## config.mk

```make
export PLATFORM = sky130hd
export DESIGN_NAME = access_ctrl
export DESIGN_NICKNAME = d
export VERILOG_FILES = /design/src/rtl/access_ctrl.sv
export SDC_FILE = /design/constraint.sdc
export NUM_CORES = 1
export LEC_CHECK = 0
export CAP_MARGIN = 20
export CORE_MARGIN = 3
export CORE_UTILIZATION = 25
export CTS_BUF_LIST = sky130_fd_sc_hd__clkbuf_4 sky130_fd_sc_hd__clkbuf_8 sky130_fd_sc_hd__clkbuf_16
export CTS_CLUSTER_SIZE = 14
export DETAILED_ROUTE_END_ITERATION = 8
export DONT_BUFFER_PORTS = 1
export MAX_ROUTING_LAYER = met4
export PLACE_DENSITY = 0.36
export SYNTH_ARGS = -nofsm -noshare
export SYNTH_HDL_FRONTEND = slang
export SYNTH_SLANG_ARGS = --single-unit
```

## constraint.sdc

```tcl
create_clock -name clk -period 2.6 [get_ports clk]
set_input_delay 0.26 -clock clk [delete_from_list [all_inputs] [get_ports clk]]
set_output_delay 0.26 -clock clk [all_outputs]
set_load 0.005 [all_outputs]
```

## src/rtl/access_ctrl.sv

```systemverilog
// Sequencing controller for the 2-bit code-compare machine: latches a user
// code, strobes the compare datapath and resolves grant, deny or lockout.
module access_ctrl #(
  parameter int GRANT_CYCLES = 10,
  parameter int LOCK_CYCLES  = 50,
  parameter int MAX_TRIES    = 3
) (
  input  logic       clk,
  input  logic       rst_n,
  input  logic       go,
  input  logic [1:0] code,
  input  logic       prog,
  input  logic       match,
  output logic       en,
  output logic [1:0] b,
  output logic [1:0] v,
  output logic       grant,
  output logic       deny,
  output logic       locked,
  output logic [1:0] tries,
  output logic       busy
);

  localparam int MAX_CYC = (GRANT_CYCLES > LOCK_CYCLES) ? GRANT_CYCLES : LOCK_CYCLES;
  localparam int CW      = (MAX_CYC > 1) ? $clog2(MAX_CYC) : 1;

  localparam logic [CW-1:0] GRANT_LOAD = CW'(GRANT_CYCLES - 1);
  localparam logic [CW-1:0] LOCK_LOAD  = CW'(LOCK_CYCLES - 1);
  localparam logic [2:0]    MAX_T      = 3'(MAX_TRIES);

  typedef enum logic [2:0] {
    S_IDLE,
    S_CHECK,
    S_WAIT,
    S_GRANT,
    S_DENY,
    S_LOCK
  } state_e;

  state_e        state_q;
  logic [CW-1:0] cnt_q;
  logic [1:0]    b_q;
  logic [1:0]    v_q;
  logic [1:0]    tries_q;
  logic          en_q;
  logic          grant_q;
  logic          deny_q;
  logic          locked_q;
  logic          busy_q;

  // Failure count after this attempt, widened so MAX_TRIES=3 cannot overflow.
  logic [2:0] tries_d;
  assign tries_d = {1'b0, tries_q} + 3'd1;

  always_ff @(posedge clk) begin
    if (!rst_n) begin
      state_q  <= S_IDLE;
      cnt_q    <= '0;
      b_q      <= 2'b00;
      v_q      <= 2'b00;
      tries_q  <= 2'b00;
      en_q     <= 1'b0;
      grant_q  <= 1'b0;
      deny_q   <= 1'b0;
      locked_q <= 1'b0;
      busy_q   <= 1'b0;
    end else begin
      case (state_q)
        S_IDLE: begin
          if (go) begin
            b_q     <= code;
            en_q    <= 1'b1;
            busy_q  <= 1'b1;
            state_q <= S_CHECK;
          end
        end
        S_CHECK: begin
          en_q    <= 1'b0;
          state_q <= S_WAIT;
        end
        S_WAIT: begin
          if (match) begin
            tries_q <= 2'b00;
            cnt_q   <= GRANT_LOAD;
            grant_q <= 1'b1;
            state_q <= S_GRANT;
          end else if (tries_d < MAX_T) begin
            tries_q <= tries_d[1:0];
            deny_q  <= 1'b1;
            state_q <= S_DENY;
          end else begin
            tries_q  <= MAX_T[1:0];
            cnt_q    <= LOCK_LOAD;
            locked_q <= 1'b1;
            state_q  <= S_LOCK;
          end
        end
        S_GRANT: begin
          if (prog) begin
            v_q <= code;
          end
          if (cnt_q == '0) begin
            grant_q <= 1'b0;
            busy_q  <= 1'b0;
            state_q <= S_IDLE;
          end else begin
            cnt_q <= cnt_q - 1'b1;
          end
        end
        S_DENY: begin
          deny_q  <= 1'b0;
          busy_q  <= 1'b0;
          state_q <= S_IDLE;
        end
        S_LOCK: begin
          if (cnt_q == '0) begin
            tries_q  <= 2'b00;
            locked_q <= 1'b0;
            busy_q   <= 1'b0;
            state_q  <= S_IDLE;
          end else begin
            cnt_q <= cnt_q - 1'b1;
          end
        end
        default: begin
          en_q     <= 1'b0;
          grant_q  <= 1'b0;
          deny_q   <= 1'b0;
          locked_q <= 1'b0;
          busy_q   <= 1'b0;
          state_q  <= S_IDLE;
        end
      endcase
    end
  end

  assign en     = en_q;
  assign b      = b_q;
  assign v      = v_q;
  assign grant  = grant_q;
  assign deny   = deny_q;
  assign locked = locked_q;
  assign tries  = tries_q;
  assign busy   = busy_q;

endmodule
```

==> flow_summary.json <==
{
  "cts_buffer_depth": 2,
  "cts_buffers": 3,
  "cts_root_buffer": "clkbuf_8",
  "crit_path_cell_trace": "inv_1, ha_1, or4b_1, o211ai_4, nand2_1, a32o_1",
  "grt_setup_unrepaired": "no",
  "ys_seq_area_share_pct": 36.4,
  "vias": 880,
  "dp_cells": 166,
  "die_width_um": 72.3,
  "drive_gt1_share_pct": 10.0,
  "period_minus_slack_ns": 2.07,
  "die_h_um": 72.3,
  "hpwl_um": 1890,
  "crit_slowest_cell": "or4b_1",
  "syn_area_um2": 1100,
  "grt_pass1_vias": 981,
  "diodes": 0,
  "grt_max_degree": 18,
  "antenna_found_initial": 0,
  "synth_compound_area_share_pct": 27.5,
  "ios": 18,
  "postRouteWirelength_um": 2730,
  "final_nets": 129,
  "drcViolationCount": 0,
  "startpoint_type": "flop",
  "postCtsSetupBuffers": 0,
  "mostFrequentLayoutCell": "dfxtp_1",
  "grt-ovfl-total": 0,
  "r2r_slack_ns": 0.53,
  "grt_usage_pct": 11.5,
  "hold_class": "input pin to flop",
  "layout_common_cells": "20 x dfxtp_1, 12 x nor2_1, 7 x a21oi_1, 6 x mux2i_1",
  "finalCritPeriodShare_pct": 79.6,
  "synth_xor_area_share_pct": 0.796,
  "path_class": "flop to flop",
  "crit_family": "simple AND/OR/NAND/NOR gates",
  "final_cell_count_no_fill": 170,
  "die-area_um2": 5230,
  "antenna_left": 0,
  "first_pass_iters": 4,
  "drv_slew": 0,
  "drt-initial-drc-count": 23,
  "initial_utilization_pct": 26.7,
  "synth_ff_type": "dfxtp_1",
  "leakage_uw": 0.000507,
  "critPathBufInv": 1,
  "core_area_um2": 4120,
  "wl_per_cell_um": 16.1,
  "tritoncts": "yes",
  "clkPwrFrac_pct": 42.0,
  "drv_cap": 0,
  "tightest_slew_ns": 0.507,
  "cp_max_fo": 9,
  "max_freq_ghz": 0.483,
  "ys_types": 43,
  "htreeDepth": 1,
  "avgSynthCellArea_um2": 8.94,
  "slowest_delay_ns": 0.62,
  "worstSkewPairLatency_ns": 0.27,
  "required_ns": 2.75,
  "syn_nets": 131,
  "io_buffers": 0,
  "peakVddDrop_mv": 0.208,
  "comb_power_share_pct": 13.8,
  "p_sw_share_pct": 25.2,
  "crit_arrival_ns": 2.23,
  "internal_power_uw": 575,
  "finClkSkew_ns": 0.0106,
  "gp_congestion": 0.739,
  "power_switching_uw": 193,
  "yosys_warnings": 0,
  "synth-edff-count": 0,
  "async_flop_share_pct": 0,
  "seqPwrFrac_pct": 44.2,
  "clk_pin_slew_worst_paths_ns": 0.09,
  "cellPowerDensity_nw_per_um2": 637,
  "end_kind": "flop",
  "hold_viol": 0,
  "synth-seq-cells": 20,
  "cts_hold_buffers": 0,
  "row_count": 23,
  "cts_sinks": 20,
  "setup_tns_ns": 0,
  "setup_viol": 0,
  "status": "finished, final reports clean",
  "synthCells": 123,
  "maxSlewHeadroom_pct": 66.2,
  "synthMuxAreaShare_pct": 6.48,
  "cts-resized-gates": 0,
  "synth_top_family_by_area": "compound AO/OA/AOI/OAI gates",
  "synthAdderAreaFrac_pct": 1.14,
  "grt_pass1_wl_um": 4560,
  "syn_to_final_growth_pct": 9.56,
  "vias_per_cell": 5.18,
  "synth-simple-area-share_pct": 20.6
}
kinds of logic after synthesis:
family / count (synthesis)
flip-flops: 20
adder cells (fa/ha/maj): 1
buffers and inverters: 16
XOR/XNOR: 1
AND/OR/NAND/NOR: 41
AO/OA/AOI/OAI: 37
multiplexers: 7
metal layers:
| layer | wire length (µm) | track usage [%] | part of all wire (%) |
|---|---|---|---|
| met2 | 1260 | 18.2 | 46 |
| met1 | 1300 | 13.9 | 47 |
| met5 | 0 | - | 0 |
| met4 | 25 | 4.18 | 0.91 |
| met3 | 156 | 3.32 | 5.7 |
worst paths after layout:
path	startpoint	endpoint	cells after the start
max	cnt_q[0]	cnt_q[3]	6
min	rst_n	locked	1
max reg2reg	cnt_q[0]	cnt_q[3]	6
min reg2reg	cnt_q[2]	cnt_q[2]	2
through the flow:
| step | worst slack (ns) | instance area [µm²] | power, µW | hold WS [ns] | utilization, % |
|---|---|---|---|---|---|
| after global routing | 0.375 | 1200 | 801 | 0.0961 | 29.3 |
| after CTS | 0.516 | 1200 | 775 | 0.105 | 29.3 |
| after detailed placement | 0.536 | 1130 | 454 | 0.382 | 27.5 |
| after floorplan | 0.771 | 1100 | 434 | 0.404 | - |
| after global placement | 0.583 | 1130 | 453 | 0.381 | 27.5 |
| final | 0.529 | 1200 | 768 | 0.107 | 29.3 |
flip-flops by register name (all words and copies together), names as in the netlist:
| signal | cells |
|---|---|
| b | 2 |
| busy | 1 |
| tries | 2 |
| cnt_q | 6 |
| locked | 1 |
| v | 2 |
| deny | 1 |
| grant | 1 |
| state_q | 3 |
| en | 1 |
synthesized netlist by cell type, types with 2 or more instances:
library cell	number	area [µm²]
o2bb2ai_1	2	17.5
clkbuf_1	5	18.8
a21o_1	3	22.5
nor3b_1	3	22.5
inv_1	5	18.8
a31oi_1	2	12.5
a32o_1	3	30.0
nor3_1	4	20.0
o21bai_1	2	15.0
o21a_1	5	37.5
dfxtp_1	20	400
mux2i_1	6	60.1
nand3b_1	2	15.0
buf_6	2	22.5
o21ai_0	4	20.0
nor2_1	12	45.0
a21oi_1	7	35.0
nor2b_1	4	25.0
nand2_1	5	18.8
buf_1	2	7.51
nand3_1	2	10.0
buf_2	2	10.0
area by class of cell:
| type | instances | area [µm²] |
|---|---|---|
| Fill cell | 441 | 2910 |
| Timing Repair Buffer | 4 | 30.0 |
| Multi-Input combinational cell | 87 | 622 |
| Clock buffer | 3 | 41.3 |
| Sequential cell | 20 | 400 |
| Inverter | 5 | 18.8 |
| Tap cell | 50 | 62.6 |
| Clock inverter | 1 | 30.0 |
power groups by stage:
| stage | sequential (µW) | clock [µW] | combinational [µW] |
|---|---|---|---|
| after floorplan | 338 | 0 | 96.2 |
| after global placement | 347 | 0 | 106 |
| after detailed placement | 347 | 0 | 107 |
| after CTS | 340 | 328 | 107 |
| after global routing | 342 | 340 | 118 |
| final | 339 | 322 | 106 |
worst register-to-register path, cell delays in order (launching register included):
cell and delay [ns]:
dfxtp_1 0.33, inv_1 0.09, ha_1 0.16, or4b_1 0.62, o211ai_4 0.34, nand2_1 0.16, a32o_1 0.27
(Power assumes the default switching activity.)
